`config.mk`:
```
export PLATFORM = sky130hd
export DESIGN_NAME = pipelined_alu
export DESIGN_NICKNAME = d
export VERILOG_FILES = /design/src/rtl/pipelined_alu.sv
export SDC_FILE = /design/constraint.sdc
export NUM_CORES = 1
export LEC_CHECK = 0
export CORE_MARGIN = 3
export CORE_UTILIZATION = 46
export CTS_BUF_LIST = sky130_fd_sc_hd__clkbuf_4 sky130_fd_sc_hd__clkbuf_8 sky130_fd_sc_hd__clkbuf_16
export DETAILED_ROUTE_END_ITERATION = 10
export PLACE_DENSITY = 0.78
export REMOVE_ABC_BUFFERS = 1
export SYNTH_ARGS = -nofsm -noshare
export SYNTH_HDL_FRONTEND = slang
export SYNTH_SLANG_ARGS = --single-unit
```
`constraint.sdc`:
```
create_clock -name clock -period 2.1 [get_ports clock]
set_input_delay 0.315 -clock clock [delete_from_list [all_inputs] [get_ports clock]]
set_output_delay 0.315 -clock clock [all_outputs]
set_load 0.02 [all_outputs]
```
`src/rtl/pipelined_alu.sv`:
```
// Handshaked, registered Hack-style ALU with carry/overflow flags.
// Optional shift-add multiply is compiled in when PIPELINED_ALU_MUL_EN is defined.
module pipelined_alu #(
    parameter int WIDTH = 16
) (
    input  logic             clock,
    input  logic             reset_n,
    input  logic             in_valid,
    output logic             in_ready,
    input  logic [WIDTH-1:0] x,
    input  logic [WIDTH-1:0] y,
    input  logic             zx,
    input  logic             nx,
    input  logic             zy,
    input  logic             ny,
    input  logic             f,
    input  logic             no,
    input  logic             mul,
    output logic             out_valid,
    input  logic             out_ready,
    output logic [WIDTH-1:0] out,
    output logic             zr,
    output logic             ng,
    output logic             cy,
    output logic             ov
);
    typedef enum logic [1:0] {IDLE = 2'd0, MUL = 2'd1, DONE = 2'd2} state_t;

    state_t           state_q, state_d;
    logic             out_valid_q, out_valid_d;
    logic [WIDTH-1:0] out_q, out_d;
    logic             zr_q, zr_d, ng_q, ng_d, cy_q, cy_d, ov_q, ov_d;

    logic [WIDTH-1:0] x1, x2, y1, y2, core_r, core_out;
    logic [WIDTH:0]   sum;
    logic             core_cy, core_ov, accept, mul_req;

    always_comb begin
        x1       = zx ? '0 : x;
        x2       = nx ? ~x1 : x1;
        y1       = zy ? '0 : y;
        y2       = ny ? ~y1 : y1;
        sum      = {1'b0, x2} + {1'b0, y2};
        core_r   = f ? sum[WIDTH-1:0] : (x2 & y2);
        core_cy  = f & sum[WIDTH];
        core_ov  = f & (x2[WIDTH-1] == y2[WIDTH-1]) & (sum[WIDTH-1] != x2[WIDTH-1]);
        core_out = no ? ~core_r : core_r;
    end

    assign in_ready = (state_q == IDLE) || (state_q == DONE && out_ready);
    assign accept   = in_valid && in_ready;

`ifdef PIPELINED_ALU_MUL_EN
    localparam int CW = $clog2(WIDTH + 1);
    logic [WIDTH-1:0] mcand_q, mcand_d, mplier_q, mplier_d, acc_q, acc_d;
    logic [WIDTH-1:0] acc_step, mul_out;
    logic [CW-1:0]    cnt_q, cnt_d;
    logic             no_q, no_d;

    assign mul_req  = mul;
    assign acc_step = acc_q + (mplier_q[0] ? mcand_q : '0);
    assign mul_out  = no_q ? ~acc_step : acc_step;
`else
    logic unused_mul;
    assign unused_mul = mul;
    assign mul_req    = 1'b0;
`endif

    always_comb begin
        state_d     = state_q;
        out_valid_d = out_valid_q;
        out_d       = out_q;
        zr_d        = zr_q;
        ng_d        = ng_q;
        cy_d        = cy_q;
        ov_d        = ov_q;
`ifdef PIPELINED_ALU_MUL_EN
        mcand_d  = mcand_q;
        mplier_d = mplier_q;
        acc_d    = acc_q;
        cnt_d    = cnt_q;
        no_d     = no_q;
`endif
        case (state_q)
`ifdef PIPELINED_ALU_MUL_EN
            MUL: begin
                acc_d    = acc_step;
                mcand_d  = mcand_q << 1;
                mplier_d = mplier_q >> 1;
                cnt_d    = cnt_q - 1'b1;
                if (cnt_q == CW'(1)) begin
                    state_d     = DONE;
                    out_valid_d = 1'b1;
                    out_d       = mul_out;
                    zr_d        = (mul_out == '0);
                    ng_d        = mul_out[WIDTH-1];
                    cy_d        = 1'b0;
                    ov_d        = 1'b0;
                end
            end
`endif
            default: begin
                // Draining DONE falls back to IDLE unless a new bundle replaces it.
                if (state_q == DONE && out_ready) begin
                    state_d     = IDLE;
                    out_valid_d = 1'b0;
                end
                if (accept) begin
                    if (mul_req) begin
                        state_d     = MUL;
                        out_valid_d = 1'b0;
`ifdef PIPELINED_ALU_MUL_EN
                        mcand_d  = x2;
                        mplier_d = y2;
                        acc_d    = '0;
                        cnt_d    = CW'(WIDTH);
                        no_d     = no;
`endif
                    end else begin
                        state_d     = DONE;
                        out_valid_d = 1'b1;
                        out_d       = core_out;
                        zr_d        = (core_out == '0);
                        ng_d        = core_out[WIDTH-1];
                        cy_d        = core_cy;
                        ov_d        = core_ov;
                    end
                end
            end
        endcase
    end

    always_ff @(posedge clock or negedge reset_n) begin
        if (!reset_n) begin
            state_q     <= IDLE;
            out_valid_q <= 1'b0;
            out_q       <= '0;
            zr_q        <= 1'b1;
            ng_q        <= 1'b0;
            cy_q        <= 1'b0;
            ov_q        <= 1'b0;
`ifdef PIPELINED_ALU_MUL_EN
            mcand_q  <= '0;
            mplier_q <= '0;
            acc_q    <= '0;
            cnt_q    <= '0;
            no_q     <= 1'b0;
`endif
        end else begin
            state_q     <= state_d;
            out_valid_q <= out_valid_d;
            out_q       <= out_d;
            zr_q        <= zr_d;
            ng_q        <= ng_d;
            cy_q        <= cy_d;
            ov_q        <= ov_d;
`ifdef PIPELINED_ALU_MUL_EN
            mcand_q  <= mcand_d;
            mplier_q <= mplier_d;
            acc_q    <= acc_d;
            cnt_q    <= cnt_d;
            no_q     <= no_d;
`endif
        end
    end

    assign out_valid = out_valid_q;
    assign out       = out_q;
    assign zr        = zr_q;
    assign ng        = ng_q;
    assign cy        = cy_q;
    assign ov        = ov_q;
endmodule

```
Yosys cells after proc, flatten, opt, wreduce, memory -nomap -nowiden
Index checks and enable logic that the tools add are counted.

Logic and storage cells: 34. Input port bits: 43. Output and inout port bits: 22. Register bits after elaboration: 23.

Bitwise operators: 7. Add/subtract/negate cells: 1. Equal/unequal tests: 3. Muxes and demuxes: 10. Reductions and logical operators: 6.

Operator list (count): two-way mux 16 bit (6); inverter 16 bit (3); adder 16 x 16 -> 17 bit (1); AND 16 bit (1); logical NOT 16 bit (1); two-way mux 2 bit (2); AND 1 bit (3); equality test 2 bit (second input constant) (1); logical AND 1 bit (2); logical NOT 2 bit (1); two-way mux 1 bit (2); nonzero test 2 bit (1); equality test 1 bit (1); logical OR 1 bit (1); inequality test 1 bit (1).

Logic depth before layout (Yosys ltp)
Gate-level depths: netlist of run 1.

Word-level depth: 8. Depth in mapped cells: 13. Depth with buffers taken out: 12.

Worst setup path before layout of run 1
No wires, ideal clock.

Kind: input -> register. Start: input port nx. End: register zr_q (netlist: zr). Buffers on the path: 2. Path slack: -1.793 ns. Data required time: 2.039 ns. Data arrival time: 3.832 ns. Stages: 12. Setup time: 0.061 ns. Cell sequence: clkbuf_1 clkbuf_1 xnor2_1 fa_1 a21o_1 nand4_2 a21oi_2 a311o_1 a311o_1 or4_4 a2111oi_2 a32o_2.

Longest elaborated chain between the ends: 6. Elaborated cells between the ends (all ways): 7. Those cells by class: add/sub: 1; mux: 3; bitwise: 2; reduce/logical: 1.

RTL lines: from (decl) (RTL line 13) `input logic nx,`; two-way mux 16 bit * (RTL line 40) `x2 = nx ? ~x1 : x1;`; adder 16 x 16 -> 17 bit / AND 16 bit (equally long branches) (RTL line 43, 44); two-way mux 16 bit * (RTL line 44) `core_r = f ? sum[WIDTH-1:0] : (x2 & y2);`; inverter 16 bit (RTL line 47) `core_out = no ? ~core_r : core_r;`; two-way mux 16 bit * (RTL line 47); logical NOT 16 bit * (RTL line 123) `zr_d = (core_out == '0);`; to (signal assigned) (RTL line 153) `zr_q <= zr_d;`; to (decl) (RTL line 32) `logic zr_q, zr_d, ng_q, ng_d, cy_q, cy_d, ov_q, ov_d;`.

Every way passes the cells marked *; elsewhere a longest branch is shown, timed or not. A chain may end at the register's enable or synchronous reset.

Final worst setup path of run 1
Start: input port zx. End: register zr_q (netlist: zr).

Longest elaborated chain between the ends: 8. Elaborated cells between the ends (all ways): 9. Those cells by class: add/sub: 1; mux: 4; bitwise: 3; reduce/logical: 1.

RTL lines: from (decl) (RTL line 12) `input logic zx,`; two-way mux 16 bit * (RTL line 39) `x1 = zx ? '0 : x;`; inverter 16 bit (RTL line 40); two-way mux 16 bit * (RTL line 40); adder 16 x 16 -> 17 bit / AND 16 bit (equally long branches) (RTL line 43, 44); two-way mux 16 bit * (RTL line 44); inverter 16 bit (RTL line 47); two-way mux 16 bit * (RTL line 47); logical NOT 16 bit * (RTL line 123).

Marks and branches as above.

==> impl_metrics.json, run 1 <==
{
  "worst_skew_pair.late_latency_ns": 0.26,
  "antenna_left": 0,
  "antenna_found_initial": 0,
  "final_common_cell": "buf_4",
  "syn2layout_area_growth_pct": 87.80,
  "tightestPinTransition_ns": 0.4406,
  "required_ns": 2.30,
  "dieWidth_um": 82.30,
  "place.gp.congestion": 0.9153,
  "pre_cts_ws_ns": -1.968,
  "grt_usage_pct": 31.77,
  "drc": 0,
  "yosys.area_share.adder_pct": 8.224,
  "fin_crit_sh_pct": 163.4,
  "numPortBuffers": 63,
  "wl_mm": 13.77,
  "synth.largest_area_cell": "dfrtp_1",
  "die_h_um": 82.30,
  "min_period_ns": 3.432,
  "overflow": 0,
  "synthXorXnorAreaFrac_pct": 16.68,
  "r2r-end": "zr$_DFFE_PN1P_",
  "synth_cells": 327,
  "dp_hpwl_mm": 5.832,
  "pwr_density_cell_nw_per_um2": 696.3,
  "cp.arrival_ns": 3.64,
  "wire_per_inst_um": 24.85,
  "fillers": 216,
  "drtIter0Drc": 421,
  "clockBufferDepth": 2,
  "hp-class": "primary input to async pin",
  "synth-edff-count": 0,
  "holdWs_ns": 0.3974,
  "cts_tree": "done",
  "nets": 543,
  "ctsHoldBuffers": 0,
  "drive_gt1_share_pct": 47.30,
  "status": "finished with violations",
  "first_pass_iters": 8,
  "grt_pass1_wl_mm": 16.72,
  "r2r_start": "state_q[1]$_DFFE_PN0P_",
  "fin_skew_ns": 0.004096,
  "cp-start-kind": "primary input",
  "reg2regPathDepth": 8,
  "numCtsBuffers": 3,
  "hold_viol_final": 0,
  "maxSlewViolCount": 0,
  "synth_simple_gate_area_share_pct": 25.37,
  "async_flop_share_pct": 100.0,
  "synth_compound_area_share_pct": 22.15,
  "avgViaCountPerCell": 6.563,
  "synth_top_family_by_area": "simple AND/OR/NAND/NOR gates",
  "critPathMaxFanout": 4,
  "r2r_slack_ns": -0.09,
  "ys_types": 75,
  "cap_violations": 0,
  "grt_setup_unrepaired": "yes",
  "crit_path_end_kind": "flip-flop",
  "rows": 27,
  "synthFlopType": "dfrtp_1",
  "cts.reportedPaths.clkPinSlew_ns": 0.07,
  "root_buffer": "clkbuf_8",
  "fmax_ghz": 0.2914,
  "num_vias": 3636,
  "irDropWorstVdd_v": 0.0004689,
  "n_antenna_cell": 0,
  "muxShareOfSynthArea_pct": 3.598,
  "setup_viol": 17,
  "cts_max_level": 1,
  "start_util_pct": 48.04,
  "core-area_um2": 5574,
  "synth_top_area_share_pct": 17.76,
  "yosys-top-cells-area": "dfrtp_1 18%, xnor2_1 16%, nand2b_1 8.4%",
  "grt_pass1_vias": 3373,
  "p_leak_uw": 0.002192,
  "cts_sinks": 20,
  "fin_tns_setup_ns": -10.40,
  "ys_warn_count": 0,
  "setup_ws_ns": -1.332,
  "synth_seq_area_share_pct": 18.74,
  "critical_path_class": "primary input to flip-flop",
  "violations": "negative setup slack",
  "die-area_um2": 6772,
  "io_pins": 65,
  "syn_avg_cell_area_um2": 8.188,
  "syn-cell-area_um2": 2678,
  "mostFrequentLayoutCells": "80 x buf_4, 41 x clkdlybuf4s50_1, 29 x nand2b_1, 24 x xnor2_1, 24 x buf_6",
  "total_power_uw": 3501,
  "grt_max_degree": 36,
  "relSlewSlack_pct": 70.57,
  "synth-seq-cells": 20
}
[worst max path at each step]
stage | startpoint | slack (ns) | depth (start not counted) | endpoint
after floorplan | zx | -1.26 | 12 | zr$_DFFE_PN1P_
after global placement | zy | -1.89 | 13 | zr$_DFFE_PN1P_
after detailed placement | zy | -1.97 | 13 | zr$_DFFE_PN1P_
after CTS | zx | -0.98 | 14 | zr$_DFFE_PN1P_
after global routing | zx | -1.45 | 15 | zr$_DFFE_PN1P_
final | zx | -1.33 | 15 | zr$_DFFE_PN1P_
[metrics by stage]
step	util (%)	cells	cell area, um2
after floorplan	-	307	2560
after global placement	70.53	527	3931
after detailed placement	70.53	527	3931
after CTS	85.90	551	4788
after global routing	90.21	554	5029
final	90.21	554	5029
[kinds of logic (layout without fill, tap and decap cells)]
family / after synthesis / in the layout
compound gates: 82 / 82
mux: 9 / 9
flops: 20 / 20
fa+ha+maj: 17 / 17
simple gates: 122 / 122
buf+inv: 26 / 181
xor+xnor: 51 / 51
[state kept, by name, indices dropped and copies added (netlist names)]
name     count
cy           1
out         16
ov           1
state_q      1
zr           1
[where the power goes]
group	leakage, uW	switching (uW)	total, uW	internal [uW]
sequential	0.000244	55.2	534	479
combinational	0.00192	1330	2670	1340
clock	0.0000288	126	293	167
[area by class of cell]
cell class / count / area, um2 / share of cell area, %
multi-input cells: 281 / 2783 / 55.34
well taps: 72 / 90.09 / 1.791
flip-flops and latches: 20 / 501.7 / 9.978
inverters: 6 / 22.52 / 0.4479
repair buffers: 171 / 1577 / 31.35
clock buffers: 4 / 55.05 / 1.095
[cells in the mapped netlist (2+ instances only)]
| cell | instances |
|---|---|
| mux2i_1 | 4 |
| a311oi_1 | 3 |
| xor2_1 | 3 |
| inv_1 | 5 |
| mux2_2 | 2 |
| nor2b_1 | 3 |
| o41ai_1 | 2 |
| nand3_1 | 8 |
| a21oi_1 | 13 |
| buf_6 | 3 |
| nand3b_1 | 2 |
| or4_1 | 2 |
| a21o_1 | 6 |
| dfrtp_1 | 19 |
| and2_1 | 2 |
| ha_1 | 16 |
| clkbuf_1 | 10 |
| mux2_1 | 3 |
| o2111ai_1 | 2 |
| nor2_1 | 14 |
| o21ai_0 | 5 |
| nand2_1 | 25 |
| buf_4 | 3 |
| o22ai_1 | 2 |
| o21a_1 | 4 |
| a211oi_1 | 2 |
| a21o_2 | 2 |
| nand2b_1 | 36 |
| xnor2_1 | 48 |
| and2b_2 | 2 |
| or3_1 | 4 |
| clkbuf_4 | 2 |
| nor3_1 | 8 |
| o21ai_1 | 15 |
| o31ai_1 | 3 |
| a31o_1 | 2 |
| a311o_1 | 2 |
| and3_1 | 2 |
| nor3b_1 | 2 |
[critical path: stages]
cell and delay (ns):
buf_8 0.11, nand2b_4 0.15, xnor2_2 0.16, ha_2 0.23, fa_2 0.24, a21o_1 0.22, nand4_4 0.16, buf_6 0.17
a21o_4 0.23, buf_4 0.14, nand3_1 0.19, o311ai_4 0.15, or4_4 0.59, a2111oi_4 0.37, a32o_2 0.22
[per-layer routing]
metal	share of wire (%)	track usage, %
met1	33	36.28
met3	10	3.579
met4	9.1	13.29
met2	48	59.13
met5	0	0
[what timing repair did]
item,CTS,global route
setup buffers,19,7
setup endpoints to repair,18,17
resized for setup,159,38
cloned,1,0
pin swaps,72,31
No activity file was read; power rests on OpenSTA's default activity.
==> run 2, diff against run 1 <==
- CAP_MARGIN: default -> 5
- CORE_MARGIN: 3 -> default
- CORE_UTILIZATION: 46 -> 37
- PLACE_DENSITY: 0.78 -> 0.65
==> impl_metrics.json, run 2 (synthesis results as in run 1) <==
{
  "status": "finished with violations",
  "violations": "negative setup slack",
  "rows": 30,
  "n_antenna_cell": 0,
  "critPathBufInv": 2,
  "crit_path_end_kind": "flip-flop",
  "io_pins": 65,
  "grt_setup_unrepaired": "yes",
  "cp.arrival_ns": 3.44,
  "wire_per_inst_um": 14.39,
  "pwr_density_cell_nw_per_um2": 668.0,
  "grt_pass1_wl_mm": 12.99,
  "place.gp.congestion": 0.8464,
  "hp-class": "primary input to async pin",
  "stdcell_area_um2": 4777,
  "r2r_slack_ns": -0.04,
  "p_leak_uw": 0.002050,
  "postPlaceCellArea_um2": 3944,
  "cp-start-kind": "primary input",
  "drive_gt1_share_pct": 40.88,
  "first_pass_iters": 4,
  "core-area_um2": 6907,
  "cts.reportedPaths.clkPinSlew_ns": 0.07,
  "required_ns": 2.30,
  "root_buffer": "clkbuf_8",
  "numCtsBuffers": 3,
  "holdWs_ns": 0.3947,
  "cpMostUsedCell": "mux2_4",
  "die-area_um2": 7581,
  "fillers": 560,
  "largest_reg_flops": 16,
  "overflow": 0,
  "final_common_cell": "buf_4",
  "critPathMaxFanout": 4,
  "critical_path_class": "primary input to flip-flop",
  "mostFrequentLayoutCells": "82 x buf_4, 49 x clkdlybuf4s50_1, 37 x xnor2_1, 31 x nand2b_1, 24 x nand2_1",
  "numPortBuffers": 63,
  "cp_slowest_stage_delay_ns": 0.47,
  "fin_tns_setup_ns": -9.360,
  "dieWidth_um": 87.07,
  "syn2layout_area_growth_pct": 78.41,
  "drc": 0,
  "crit_family": "compound AO/OA/AOI/OAI gates",
  "num_vias": 2976,
  "dp_hpwl_mm": 5.542,
  "grt_max_degree": 36,
  "antenna_found_initial": 0,
  "start_util_pct": 38.77,
  "relSlewSlack_pct": 72.63,
  "dp_cells": 547,
  "grt_usage_pct": 21.31,
  "wl_mm": 8.247,
  "ctsHoldBuffers": 0,
  "irDropWorstVdd_v": 0.0002916,
  "fin_crit_sh_pct": 154.1,
  "fmax_ghz": 0.3090,
  "avgViaCountPerCell": 5.194,
  "worst_skew_pair.late_latency_ns": 0.25,
  "cap_violations": 0,
  "die_h_um": 87.07,
  "slowest_stage": "clkdlybuf4s50_1",
  "cts_max_level": 1,
  "tightestPinTransition_ns": 0.4078,
  "setup_ws_ns": -1.136,
  "antenna_left": 0,
  "clockBufferDepth": 2,
  "final_cells": 573,
  "grt_pass1_vias": 2810,
  "fin_skew_ns": 0.005648,
  "fin_util_pct": 69.17,
  "cts_sinks": 20,
  "worstPathCellList": "clkdlybuf4s50_1, nand2b_1, xnor2_1, ha_1, a21o_1, nand4_4, a21oi_2, buf_4, mux2_4, or3b_4, mux2_4, a2111oi_4, a32o_2",
  "nets": 538,
  "min_period_ns": 3.236,
  "setup_viol": 16,
  "maxSlewViolCount": 0,
  "cts_tree": "done",
  "drtIter0Drc": 143,
  "hold_viol_final": 0
}
[run 2: changes by cell type in the layout (fill, tap and decap cells not counted), sizes merged]
cell,before,now
clkbuf,4,3
buf,114,107
bufinv,0,1
dlygate4sd2,12,7
clkdlybuf4s50,41,49
clkdlybuf4s15,1,0
[run 2: path summary, 6_finish.rpt]
path                                              from                 end  cells after the start
worst min register to register          ov$_DFFE_PN0P_      ov$_DFFE_PN0P_                      2
worst min-delay path                           reset_n  out[6]$_DFFE_PN0P_                      2
min in group clock                      ov$_DFFE_PN0P_      ov$_DFFE_PN0P_                      2
worst max register to register  state_q[1]$_DFFE_PN0P_      zr$_DFFE_PN1P_                      8
max in group asynchronous                      reset_n      zr$_DFFE_PN1P_                      2
worst max-delay path                              y[2]      zr$_DFFE_PN1P_                     13
[run 2: per-layer routing]
layer / up-vias / global-route usage, % / part of all wire (%)
li1: 1469 / - / -
met1: 1401 / 27.38 / 43
met2: 92 / 37.65 / 51
met3: 14 / 0.8531 / 3.9
met4: 0 / 8.182 / 2.8
met5: - / 0 / 0
[run 2: per-stage QoR]
step	worst slack [ns]	total power (uW)
4_1_cts	-1.053	2957
3_5_place_dp	-1.987	2261
5_1_grt	-1.173	3398
2_1_floorplan	-1.262	1470
3_3_place_gp	-1.861	2228
6_report	-1.136	3191
[run 2: layout make-up]
type / instances / area (um2) / area share, %
sequential: 20 / 501.7 / 10.50
clock inverter: 1 / 30.03 / 0.6286
timing repair buffer: 166 / 1480 / 30.98
tap: 96 / 120.1 / 2.514
clock buffer: 3 / 41.29 / 0.8643
multi-input combinational: 281 / 2581 / 54.03
inverter: 6 / 22.52 / 0.4715
[run 2: report_power, final]
part           switching (uW)  leakage [uW]  internal [uW]
combinational            1060       0.00177           1230
clock                     121     0.0000357            254
sequential               48.6      0.000244            479
total                    1230       0.00205           1960
[run 2: repair_timing]
| item | 4_1_cts | 5_1_grt |
|---|---|---|
| endpoints found under the setup margin | 18 | 17 |
| buffers inserted | 11 | 9 |
| gates cloned | 1 | 1 |
| gates resized for setup | 101 | 37 |
| pin swaps | 45 | 33 |
| endpoints found under the hold margin | 0 | 0 |
